### src/rtl/mod_sinesched_if.sv
// Handshake/bus bundle for mod_sinesched: strobe and config in, shared-source
// operands out and sine back in, averaged mix and status flags out.
interface mod_sinesched_if #(
  parameter int N_VOICES = 4,
  parameter int VW       = $clog2(N_VOICES)
);
  logic                 i_sample_stb;
  logic                 i_cfg_we;
  logic [VW-1:0]        i_cfg_voice;
  logic [31:0]          i_cfg_period;
  logic                 i_cfg_enable;
  logic [63:0]          o_src_time;
  logic [31:0]          o_src_period;
  logic signed [31:0]   i_src_sine;
  logic signed [31:0]   o_mix;
  logic                 o_mix_valid;
  logic                 o_busy;
  logic                 o_overrun;

  modport master (
    output i_sample_stb, i_cfg_we, i_cfg_voice, i_cfg_period, i_cfg_enable, i_src_sine,
    input  o_src_time, o_src_period, o_mix, o_mix_valid, o_busy, o_overrun
  );

  modport slave (
    input  i_sample_stb, i_cfg_we, i_cfg_voice, i_cfg_period, i_cfg_enable, i_src_sine,
    output o_src_time, o_src_period, o_mix, o_mix_valid, o_busy, o_overrun
  );
endinterface

### src/rtl/mod_sinesched.sv
// Time-multiplexes one shared sine source across N_VOICES voices and emits one
// averaged mix sample per frame (two cycles per voice, always, so frames are fixed-length).
module mod_sinesched #(
  parameter int N_VOICES = 4,
  parameter int VW       = $clog2(N_VOICES)
) (
  input  logic           i_clk,
  input  logic           i_rst,
  mod_sinesched_if.slave bus
);

  typedef enum logic [1:0] {
    ST_IDLE    = 2'd0,
    ST_PRESENT = 2'd1,
    ST_ACCUM   = 2'd2,
    ST_DONE    = 2'd3
  } state_t;

  state_t                state_r;
  state_t                state_nx_s;

  logic [31:0]           period_r     [N_VOICES];
  logic [63:0]           time_r       [N_VOICES];
  logic [31:0]           cfg_period_r [N_VOICES];
  logic [N_VOICES-1:0]   enable_r;
  logic [N_VOICES-1:0]   cfg_enable_r;
  logic [N_VOICES-1:0]   restart_r;
  logic [VW-1:0]         idx_r;
  logic signed [31+VW:0] acc_r;

  logic [63:0]           src_time_r;
  logic [31:0]           src_period_r;
  logic signed [31:0]    mix_r;
  logic                  mix_valid_r;
  logic                  busy_r;
  logic                  overrun_r;

  logic                  live_s;
  logic                  last_s;
  logic [63:0]           time_inc_s;
  logic [63:0]           time_adv_s;
  logic signed [31+VW:0] sine_ext_s;

  // Current-voice helpers: liveness, last-slot flag and wrapped time advance
  always_comb begin
    live_s     = enable_r[idx_r] && (period_r[idx_r] != 32'd0);
    last_s     = (idx_r == VW'(N_VOICES - 1));
    time_inc_s = time_r[idx_r] + 64'd1;
    sine_ext_s = $signed({{VW{bus.i_src_sine[31]}}, bus.i_src_sine});
    if (time_inc_s >= {32'd0, period_r[idx_r]}) begin
      time_adv_s = 64'd0;
    end else begin
      time_adv_s = time_inc_s;
    end
  end

  // Next-state logic
  always_comb begin
    state_nx_s = state_r;
    case (state_r)
      ST_IDLE: begin
        if (bus.i_sample_stb) begin
          state_nx_s = ST_PRESENT;
        end else begin
          state_nx_s = ST_IDLE;
        end
      end
      ST_PRESENT: state_nx_s = ST_ACCUM;
      ST_ACCUM: begin
        if (last_s) begin
          state_nx_s = ST_DONE;
        end else begin
          state_nx_s = ST_PRESENT;
        end
      end
      ST_DONE: state_nx_s = ST_IDLE;
      default: state_nx_s = ST_IDLE;
    endcase
  end

  // State register
  always_ff @(posedge i_clk) begin
    if (i_rst) begin
      state_r <= ST_IDLE;
    end else begin
      state_r <= state_nx_s;
    end
  end

  // Per-voice state, accumulator and registered outputs; config write lands last so it wins over the frame-start copy
  always_ff @(posedge i_clk) begin
    if (i_rst) begin
      for (int v = 0; v < N_VOICES; v++) begin
        period_r[v]     <= 32'd0;
        time_r[v]       <= 64'd0;
        cfg_period_r[v] <= 32'd0;
      end
      enable_r     <= '0;
      cfg_enable_r <= '0;
      restart_r    <= '0;
      idx_r        <= '0;
      acc_r        <= '0;
      src_time_r   <= 64'd0;
      src_period_r <= 32'd1;
      mix_r        <= 32'sd0;
      mix_valid_r  <= 1'b0;
      busy_r       <= 1'b0;
      overrun_r    <= 1'b0;
    end else begin
      mix_valid_r <= 1'b0;
      overrun_r   <= bus.i_sample_stb && (state_r != ST_IDLE);
      busy_r      <= (state_nx_s != ST_IDLE);
      case (state_r)
        ST_IDLE: begin
          if (bus.i_sample_stb) begin
            for (int v = 0; v < N_VOICES; v++) begin
              period_r[v] <= cfg_period_r[v];
              if (restart_r[v]) begin
                time_r[v] <= 64'd0;
              end
            end
            enable_r  <= cfg_enable_r;
            restart_r <= '0;
            acc_r     <= '0;
            idx_r     <= '0;
          end
        end
        ST_PRESENT: begin
          src_time_r   <= time_r[idx_r];
          src_period_r <= (period_r[idx_r] == 32'd0) ? 32'd1 : period_r[idx_r];
        end
        ST_ACCUM: begin
          if (live_s) begin
            acc_r         <= acc_r + sine_ext_s;
            time_r[idx_r] <= time_adv_s;
          end
          if (!last_s) begin
            idx_r <= idx_r + VW'(1);
          end
        end
        ST_DONE: begin
          // Taking bits [VW+31:VW] is the arithmetic shift by VW truncated to 32 bits
          mix_r       <= acc_r[VW +: 32];
          mix_valid_r <= 1'b1;
        end
        default: ;
      endcase
      if (bus.i_cfg_we) begin
        cfg_period_r[bus.i_cfg_voice] <= bus.i_cfg_period;
        cfg_enable_r[bus.i_cfg_voice] <= bus.i_cfg_enable;
        restart_r[bus.i_cfg_voice]    <= 1'b1;
      end
    end
  end

  assign bus.o_src_time   = src_time_r;
  assign bus.o_src_period = src_period_r;
  assign bus.o_mix        = mix_r;
  assign bus.o_mix_valid  = mix_valid_r;
  assign bus.o_busy       = busy_r;
  assign bus.o_overrun    = overrun_r;

endmodule

### src/flat_wrapper.sv
// flat-port wrapper written by rule: the top's interface ports become plain ports
module mod_sinesched_flat 
#(
  parameter int N_VOICES = 4,
  parameter int VW       = $clog2(N_VOICES)
)
  (i_clk, i_rst, bus_i_sample_stb, bus_i_cfg_we, bus_i_cfg_voice, bus_i_cfg_period, bus_i_cfg_enable, bus_i_src_sine, bus_o_src_time, bus_o_src_period, bus_o_mix, bus_o_mix_valid, bus_o_busy, bus_o_overrun);
  mod_sinesched_if #(.N_VOICES(N_VOICES), .VW(VW)) bus_i ();
  input  logic i_clk;
  input  logic i_rst;
  input wire logic [$bits(bus_i.i_sample_stb)-1:0] bus_i_sample_stb;
  input wire logic [$bits(bus_i.i_cfg_we)-1:0] bus_i_cfg_we;
  input wire logic [$bits(bus_i.i_cfg_voice)-1:0] bus_i_cfg_voice;
  input wire logic [$bits(bus_i.i_cfg_period)-1:0] bus_i_cfg_period;
  input wire logic [$bits(bus_i.i_cfg_enable)-1:0] bus_i_cfg_enable;
  input wire logic [$bits(bus_i.i_src_sine)-1:0] bus_i_src_sine;
  output wire logic [$bits(bus_i.o_src_time)-1:0] bus_o_src_time;
  output wire logic [$bits(bus_i.o_src_period)-1:0] bus_o_src_period;
  output wire logic [$bits(bus_i.o_mix)-1:0] bus_o_mix;
  output wire logic [$bits(bus_i.o_mix_valid)-1:0] bus_o_mix_valid;
  output wire logic [$bits(bus_i.o_busy)-1:0] bus_o_busy;
  output wire logic [$bits(bus_i.o_overrun)-1:0] bus_o_overrun;
  assign bus_i.i_sample_stb = bus_i_sample_stb;
  assign bus_i.i_cfg_we = bus_i_cfg_we;
  assign bus_i.i_cfg_voice = bus_i_cfg_voice;
  assign bus_i.i_cfg_period = bus_i_cfg_period;
  assign bus_i.i_cfg_enable = bus_i_cfg_enable;
  assign bus_i.i_src_sine = bus_i_src_sine;
  assign bus_o_src_time = bus_i.o_src_time;
  assign bus_o_src_period = bus_i.o_src_period;
  assign bus_o_mix = bus_i.o_mix;
  assign bus_o_mix_valid = bus_i.o_mix_valid;
  assign bus_o_busy = bus_i.o_busy;
  assign bus_o_overrun = bus_i.o_overrun;
  mod_sinesched #(.N_VOICES(N_VOICES), .VW(VW)) u_core (.i_clk(i_clk), .i_rst(i_rst), .bus(bus_i));
endmodule
### config.mk
export PLATFORM = sky130hd
export DESIGN_NAME = mod_sinesched_flat
export DESIGN_NICKNAME = d
export VERILOG_FILES = /design/src/rtl/mod_sinesched_if.sv /design/src/rtl/mod_sinesched.sv /design/src/flat_wrapper.sv
export SDC_FILE = /design/constraint.sdc
export NUM_CORES = 1
export LEC_CHECK = 0
export CAP_MARGIN = 20
export CELL_PAD_IN_SITES_DETAIL_PLACEMENT = 0
export CELL_PAD_IN_SITES_GLOBAL_PLACEMENT = 1
export CORE_MARGIN = 4
export CORE_UTILIZATION = 45
export CTS_BUF_LIST = sky130_fd_sc_hd__clkbuf_8 sky130_fd_sc_hd__clkbuf_16
export DETAILED_ROUTE_END_ITERATION = 12
export GPL_ROUTABILITY_DRIVEN = 0
export PLACE_DENSITY = 0.78
export SLEW_MARGIN = 20
export SYNTH_ARGS = -nofsm -noshare
export SYNTH_HDL_FRONTEND = slang
export SYNTH_SLANG_ARGS = --single-unit
### constraint.sdc
create_clock -name i_clk -period 17.4 [get_ports i_clk]
set_input_delay 5.22 -clock i_clk [delete_from_list [all_inputs] [get_ports i_clk]]
set_output_delay 5.22 -clock i_clk [all_outputs]
set_load 0.01 [all_outputs]
# Word-level counts from Yosys, hierarchy flattened
# Memory sizes are Yosys's and may differ from the RTL's. A register that Yosys moved wholly into a read port is not among the register bits.
# Index checks and enable logic that the tools add are counted.
# classes
n_mux,72
order_cmp,4
n_eq_ne,7
addsub,3
reduce_logical,14
n_bitwise,9
# ops
cell,count
64-bit 2-to-1 mux,6
32-bit 2-to-1 mux,6
34-bit 2-to-1 mux,2
34-bit one-hot mux with 2 select lines,1
"64-bit by 1-bit adder with 64-bit output, second input constant",1
64-bit by 32-bit greater-or-equal comparator with 1-bit output,1
64-bit OR reduction,1
1-bit 2-to-1 mux,39
34-bit by 32-bit adder with 34-bit output,1
32-bit zero test,1
32-bit nonzero test,1
32-bit OR reduction,1
2-bit 2-to-1 mux,9
4-bit 2-to-1 mux,4
1-bit OR,8
2-bit one-hot mux with 4 select lines,1
"2-bit equality test, second input constant",3
"2-bit by 3-bit < comparator with 1-bit output, second input constant",2
3-bit AND reduction,2
2-bit nonzero test,3
4-bit bitwise mux,1
"2-bit inequality test, second input constant",2
4-bit OR,1
2-bit one-hot mux with 2 select lines,1
9 further kinds,11
# word_totals
register_bits,181
out_inout_bits,131
word_cells,124
n_memories,3
ram_bits,512
input_bits,71
# memory_table
memory,words,width,rd,rd_clocked_by_memory_dff,wr,line_no,source
u_core.time_r,4,64,1,1,4,mod_sinesched.sv:23,logic [63:0] time_r [N_VOICES];
u_core.cfg_period_r,4,32,4,0,4,mod_sinesched.sv:24,logic [31:0] cfg_period_r [N_VOICES];
u_core.period_r,4,32,1,1,4,mod_sinesched.sv:22,logic [31:0] period_r [N_VOICES];

# Logic depth before layout (Yosys ltp)
# Gate-level depths: netlist (run 1).
# depth
ltp_word,9
depth_mapped,25
depth_no_buf,22

# Worst setup path after synthesis (run 1)
# OpenSTA, ideal clock, no wires.
# synth_path
kind,input to register
startpoint,input bus_i_sample_stb
endpoint,"memory u_core.period_r[0][0], enable pin"
path_stages,4
n_path_buf,1
arrival_ps,8199
setup_ps,481
path_slack_ps,8720
required_ps,16919
path_cell_list,and2_1 -> clkbuf_1 -> nor2_1 -> inv_1
# synth_rtl
item,line_no,source
from (decl),flat_wrapper.sv:11,input wire logic [$bits(bus_i.i_sample_stb)-1:0] bus_i_sample_stb;
to (decl),mod_sinesched.sv:22,

# Worst setup path after layout (run 1)
# layout_path
startpoint,input bus_i_src_sine[0]
endpoint,register u_core.acc_r[24]
# layout_between
elab_chain_len,3
# layout_rtl
item,line_no,source
from (decl),flat_wrapper.sv:16,input wire logic [$bits(bus_i.i_src_sine)-1:0] bus_i_src_sine;
34-bit by 32-bit adder with 34-bit output,mod_sinesched.sv:134,acc_r <= acc_r + sine_ext_s;
34-bit 2-to-1 mux,mod_sinesched.sv:133,if (live_s) begin
34-bit one-hot mux with 2 select lines,mod_sinesched.sv:113,case (state_r)
to (signal assigned),mod_sinesched.sv:134,
to (decl),mod_sinesched.sv:29,logic signed [31+VW:0] acc_r;
# Every way passes these cells. The select of a mux whose other input is x is not followed.
# A chain may end at the register's enable or synchronous reset.

==> results.json, run 1 <==
{
  "run_status": "completed",
  "post_cts.repair.setup_buffers": 0,
  "grt_busiest_layer": "met2",
  "finalSetupViolCount": 0,
  "synth_area_per_cell_um2": 12.1,
  "clkSinkCount": 695,
  "gr-total-overflow": 0,
  "finalCritPeriodShare_pct": 48.2,
  "worstMarginPinSlew_ps": 1080,
  "yosysSeqAreaShare_pct": 62.6,
  "nNetsFinal": 2950,
  "clockBufferDepth": 3,
  "synth_xor_area_share_pct": 2.19,
  "crit_family": "compound AO/OA/AOI/OAI gates",
  "hold_path.class": "reg2reg",
  "final_max_slew_viol_count": 0,
  "grt_max_degree": 129,
  "period_needed_ps": 8390,
  "met3_usage_pct": 2.92,
  "drtIter0Drc": 1524,
  "clk_pin_slew_ps": 50,
  "die_area_um2": 71800,
  "synth_compound_area_share_pct": 5.89,
  "crit_top_cell": "o21ai_0",
  "vias_per_cell": 5.26,
  "startpoint_type": "primary input",
  "antenna_found_initial": 0,
  "tritoncts": "built",
  "die_y_um": 268,
  "yosysUniqueCellTypes": 68,
  "yosysMostFrequentCell": "edfxtp_1",
  "fmax_mhz": 119,
  "grt_pass1_wl_um": 112000,
  "fill_cells": 5671,
  "rsz0062_at_grt": "no",
  "hpwl_um": 45100,
  "drc": 0,
  "wirelength_um": 71700,
  "synth_top_family_by_area": "simple AND/OR/NAND/NOR gates",
  "end_kind": "flop",
  "hold_viol": 0,
  "ant_nets": 0,
  "cts_hold_buf": 0,
  "critPathRequiredTime_ps": 17860,
  "synthFlopType": "edfxtp_1",
  "power_density_nw_per_um2": 104,
  "rows": 95,
  "htree_levels": 3,
  "grt_pass1_vias": 19900,
  "yosys.area.top_type_share_pct": 50.6,
  "tns_ps": 0,
  "yosys.area_share.simple_pct": 15.6,
  "critical_path.cell_chain": "clkdlybuf4s50_1 -> ha_1 -> fa_1 -> a21o_1 -> a21o_1 -> a21oi_1 -> o21ai_0 -> o21ai_0 -> o21ai_0 -> a311oi_1 -> o21bai_1 -> a21oi_1 -> xor2_1 -> o21ai_0",
  "arrival_ps": 8860,
  "relSlewSlack_pct": 28.0,
  "core_um2": 67000,
  "worst_slack_ps": 9010,
  "crit_slowest_cell": "a311oi_1",
  "skew_ps": 30.5,
  "portBuffers": 201,
  "cts-buffers-inserted": 75,
  "use_met1_pct": 26.8,
  "antenna_cells": 0,
  "async_flop_share_pct": 0,
  "critPathMaxFanout": 5,
  "fp.dieW_um": 268,
  "crit_type": "in2reg",
  "ir_worst_vdd_v": 0.0000637,
  "post_cts_resized": 0,
  "syn-cell-area_um2": 30400,
  "io_pins": 202,
  "root_buffer": "clkbuf_16",
  "slowest_delay_ps": 560,
  "critPathBufInv": 1,
  "synth_top_cell_by_area": "edfxtp_1",
  "clkLatencyLatePin_ps": 620,
  "detailedPlace.worstSlack_ps": 8420,
  "synth.top_cells.by_count": "512 x edfxtp_1, 387 x nand2_1, 285 x nor2_1",
  "layout-drive-gt1-share_pct": 9.69,
  "post_synth_mux_area_share_pct": 7.42,
  "area_growth_syn_to_layout_pct": 18.9,
  "use_met2_pct": 34.0,
  "netlist_top_cells_area": "edfxtp_1 51%, dfxtp_1 12%, mux4_2 7.2%",
  "initial_core_util_pct": 45.3,
  "first_pass_iters": 5,
  "yosysWarningCount": 0,
  "yosys.area_share.adder_pct": 2.95,
  "ys_seq_elements": 695,
  "maxCapViolations": 0,
  "synth_edf_count": 512,
  "synthCells": 2504,
  "p_leak_nw": 13.2,
  "wire_per_inst_um": 19.2,
  "vias": 19700,
  "gr-usage-all-layers_pct": 20.0
}
==> sequential cells by signal (all words and copies together) (netlist names), named ones only <==
| name | flops |
|---|---|
| u_core.time_r | 256 |
| u_core.state_r | 2 |
| u_core.bus.o_mix_valid | 1 |
| u_core.bus.o_busy | 1 |
| u_core.enable_r | 4 |
| u_core.restart_r | 4 |
| u_core.acc_r | 34 |
| u_core.cfg_enable_r | 4 |
| u_core.bus.o_src_period | 32 |
| u_core.cfg_period_r | 128 |
| u_core.bus.o_mix | 32 |
| u_core.period_r | 128 |
| u_core.bus.o_overrun | 1 |
| u_core.bus.o_src_time | 64 |
| u_core.idx_r | 2 |
==> kinds of logic after synthesis <==
group,count (synthesis)
and+or+nand+nor,1012
DFF,695
AOI/OAI and AO/OA,314
buffers and inverters,231
muxes,104
xor gates and xnor gates,76
adders and majority gates,71
other,1
==> final timing paths <==
check,from,end,slack [ps],depth (start not counted)
max,bus_i_src_sine[0],u_core.acc_r[24],9010,14
min,u_core.bus.o_mix[26],u_core.bus.o_mix[26],450,2
max reg2reg,flop,u_core.time_r[3][1],9580,23
min reg2reg,u_core.bus.o_mix[26],u_core.bus.o_mix[26],450,2
==> metal layers <==
metal	share of wire (%)	up-vias
met4	2.3	0
met5	0	-
li1	-	9406
met1	42	9624
met3	5.9	108
met2	49	567
==> power by group <==
group	internal, mW	switching (mW)	leakage [nW]
clock	0.917	0.650	1.31
sequential	1.88	0.0266	6.71
combinational	0.113	0.186	5.20
==> placed cells by master (no fill, tap or decap), types with 27 or more instances in the layout <==
cell type,Yosys,final
edfxtp_1,512,512
nand2_1,387,387
nor2_1,285,284
clkdlybuf4s50_1,0,200
a21oi_1,192,192
dfxtp_1,183,181
and2_1,135,135
conb_1,1,128
inv_1,104,126
mux4_2,97,97
clkbuf_16,0,76
ha_1,70,70
xnor2_1,49,49
nor3_1,49,49
nand3_1,35,35
a21o_1,33,33
nand4_1,29,29
xor2_1,27,27
o21ai_0,31,27
==> stage by stage <==
stage	power, mW	area [um^2]	hold WS (ps)	cells	util, %
finish	3.77	36100	452	3743	53.9
global route	3.92	36100	472	3743	53.9
CTS	3.81	36100	454	3742	53.9
detailed placement	2.24	33600	447	3603	50.2
global placement	2.23	33600	443	3603	50.2
floorplan	2.12	30900	432	2631	-
==> tightest hold or removal path, cell delays in order (launching register included) <==
cell	delay, ps
dfxtp_1	300
nand2_1	50
a21oi_1	50
==> area by class of cell <==
cell class | instances | area [um^2] | share of cell area (%)
clock buffers | 89 | 2080 | 5.76
clock inverters | 50 | 408 | 1.13
inverters | 106 | 400 | 1.11
multi-input cells | 1705 | 10900 | 30.2
flip-flops and latches | 695 | 19000 | 52.7
well taps | 873 | 1090 | 3.02
repair buffers | 225 | 2220 | 6.13
(Power assumes the default switching activity.)
==> inputs of run 2 (changes only) <==
CORE_UTILIZATION = 44   (was 45)
PLACE_DENSITY = 0.8   (was 0.78)
clock period = 7.3 ns   (was 17.4 ns; I/O delays follow)
==> run 2 against run 1 <==
  * Setup slack got worse by 8000 ps
  * Critical path depth rose by 8
  * Critical path type is now reg2reg
  * Critical endpoint is now u_core.time_r[1][31]
  * Routed wire length barely moved
  * Cell count rose by 1.6%
  * Hold slack barely moved
  * Clock power rose by 140%
  * Register-to-register slack got worse by 8600 ps
==> results.json, run 2 (same netlist as run 1, synthesis figures left out) <==
{
  "run_status": "completed",
  "portBuffers": 201,
  "wire_per_inst_um": 18.9,
  "hpwl_um": 46900,
  "multiInputGateArea_um2": 10900,
  "nNetsFinal": 2955,
  "utilization_pct": 52.8,
  "cts_hold_buf": 0,
  "power.total_mw": 8.96,
  "startpoint_type": "flop",
  "grt_pass1_wl_um": 112000,
  "crit_type": "reg2reg",
  "crit_family": "simple AND/OR/NAND/NOR gates",
  "gr-total-overflow": 0,
  "largest_reg_flops": 256,
  "die_y_um": 271,
  "post_cts.repair.setup_buffers": 0,
  "p_int_mw": 6.89,
  "end_kind": "flop",
  "p_comb_share_pct": 8.0,
  "post_cts_resized": 0,
  "drtIter0Drc": 1514,
  "skew_ps": 42.5,
  "crit_top_cell": "a21o_1",
  "wirelength_um": 71800,
  "holdPathEnd": "u_core.bus.o_src_time[18]",
  "p_sw_mw": 2.06,
  "grt_pass1_vias": 19900,
  "slowest_delay_ps": 710,
  "fmax_mhz": 158,
  "placed_cell_area_um2": 33700,
  "top_regs": "u_core.time_r: 256 flops, u_core.cfg_period_r: 128 flops, u_core.period_r: 128 flops",
  "cts-buffers-inserted": 75,
  "hold_path.class": "reg2reg",
  "final_max_slew_viol_count": 0,
  "fp.dieW_um": 271,
  "die_area_um2": 73400,
  "grt_max_degree": 102,
  "fill_cells": 5809,
  "worstMarginPinSlew_ps": 1010,
  "min_from": "u_core.bus.o_src_time[18]",
  "rsz0062_at_grt": "no",
  "area_growth_syn_to_layout_pct": 19.1,
  "whs_path_depth": 2,
  "critPathMaxFanout": 32,
  "layout-drive-gt1-share_pct": 9.76,
  "rows": 96,
  "antenna_found_initial": 2,
  "arrival_ps": 6750,
  "final_area_um2": 36200,
  "crit_slowest_cell": "dfxtp_4",
  "detailedPlace.worstSlack_ps": 1010,
  "clkSinkCount": 695,
  "finalCritPeriodShare_pct": 86.6,
  "drc": 0,
  "final_common_cell": "edfxtp_1",
  "r2r_cells": 22,
  "finalSetupViolCount": 0,
  "layout.area.seq_um2": 19000,
  "gr-usage-all-layers_pct": 19.3,
  "root_buffer": "clkbuf_16",
  "maxCapViolations": 0,
  "p_leak_nw": 13.2,
  "critPathBufInv": 1,
  "mostFrequentLayoutCells": "512 x edfxtp_1, 385 x nand2_1, 284 x nor2_1",
  "relSlewSlack_pct": 32.8,
  "initial_core_util_pct": 44.3,
  "hold_viol": 0,
  "power_frac_seq_pct": 50.7,
  "vias_per_cell": 5.18,
  "vias": 19700,
  "critPathRequiredTime_ps": 7730,
  "io_pins": 202,
  "regMostFlops": "u_core.time_r",
  "htree_levels": 3,
  "clockBufferDepth": 3,
  "p_clk_share_pct": 41.3,
  "swShare_pct": 23.0,
  "hold_ws_ps": 452,
  "first_pass_iters": 7,
  "clk_pin_slew_ps": 60,
  "critical_path.cell_chain": "mux4_2 -> ha_1 -> nand4_2 -> nor2_1 -> nand2_1 -> or2_2 -> nor3_1 -> and3_1 -> xnor2_1 -> inv_1 -> ha_1 -> a21o_1 -> a21o_1 -> a21o_1 -> a21o_1 -> a21o_1 -> a21o_1 -> a21oi_1 -> nand3_1 -> nor4_4 -> nand3_4 -> nor3_1",
  "core_um2": 68600,
  "ir_worst_vdd_v": 0.000215,
  "ant_nets": 0,
  "path_depth": 22,
  "power_density_nw_per_um2": 247,
  "clkLatencyLatePin_ps": 630,
  "worst_slack_ps": 975,
  "reg2reg_to": "u_core.time_r[1][31]",
  "rrSetupSlack_ps": 970,
  "tritoncts": "built",
  "period_needed_ps": 6330
}
-- run 2: cell count changes in the layout (fill, tap and decap cells not counted), moves of 2 or more --
cell,change
nand2_1,-2
diode_2,+2
buf_4,+6
clkinv_4,+2
inv_6,+3
clkbuf_8,-9
nand2_2,+2
-- run 2: worst register-to-register path: stages, from the launching register on --
cell and delay, ps:
dfxtp_4 710, mux4_2 490, ha_1 270, nand4_2 180, nor2_1 360, nand2_1 140, or2_2 350, nor3_1 290
and3_1 220, xnor2_1 120, inv_1 80, ha_1 180, a21o_1 160, a21o_1 170, a21o_1 170, a21o_1 170
a21o_1 180, a21o_1 170, a21oi_1 150, nand3_1 140, nor4_4 620, nand3_4 530, nor3_1 300
-- run 2: how the worst max path moves through the flow --
stage	startpoint	endpoint	slack, ps
CTS	flop	u_core.time_r[2][1]	970
floorplan	flop	u_core.time_r[0][0]	-220
detailed placement	flop	u_core.time_r[2][1]	1010
finish	flop	u_core.time_r[1][31]	970
global route	flop	u_core.time_r[2][1]	470
global placement	flop	u_core.time_r[0][3]	1170
-- run 2: layer usage --
layer  global-route usage (%)  up-vias  wire (um)
li1                         -     9392          -
met1                     25.1     9683      30300
met2                     33.9      550      36000
met3                     2.97       88       4200
met4                     5.10        2       1290
met5                        0        -         13
-- run 2: stage by stage --
stage          cells  TNS [ps]
5_1_grt         3802         0
4_1_cts         3800         0
3_5_place_dp    3666         0
6_report        3803         0
3_3_place_gp    3666         0
2_1_floorplan   2631    -55760
-- run 2: power groups by stage --
| stage | clock network, mW | logic [mW] | registers, mW |
|---|---|---|---|
| floorplan | 0 | 0.432 | 4.63 |
| global placement | 0 | 0.702 | 4.61 |
| detailed placement | 0 | 0.713 | 4.63 |
| CTS | 3.77 | 0.716 | 4.55 |
| global route | 3.95 | 0.780 | 4.56 |
| finish | 3.70 | 0.714 | 4.54 |
-- run 2: final cells by class --
cell class | instances | share of cell area, %
Sequential cell | 695 | 52.6
Timing Repair Buffer | 230 | 6.22
Antenna cell | 2 | 0.0138
Inverter | 106 | 1.11
Multi-Input combinational cell | 1705 | 30.1
Clock buffer | 81 | 5.47
Clock inverter | 53 | 1.23
Tap cell | 931 | 3.22
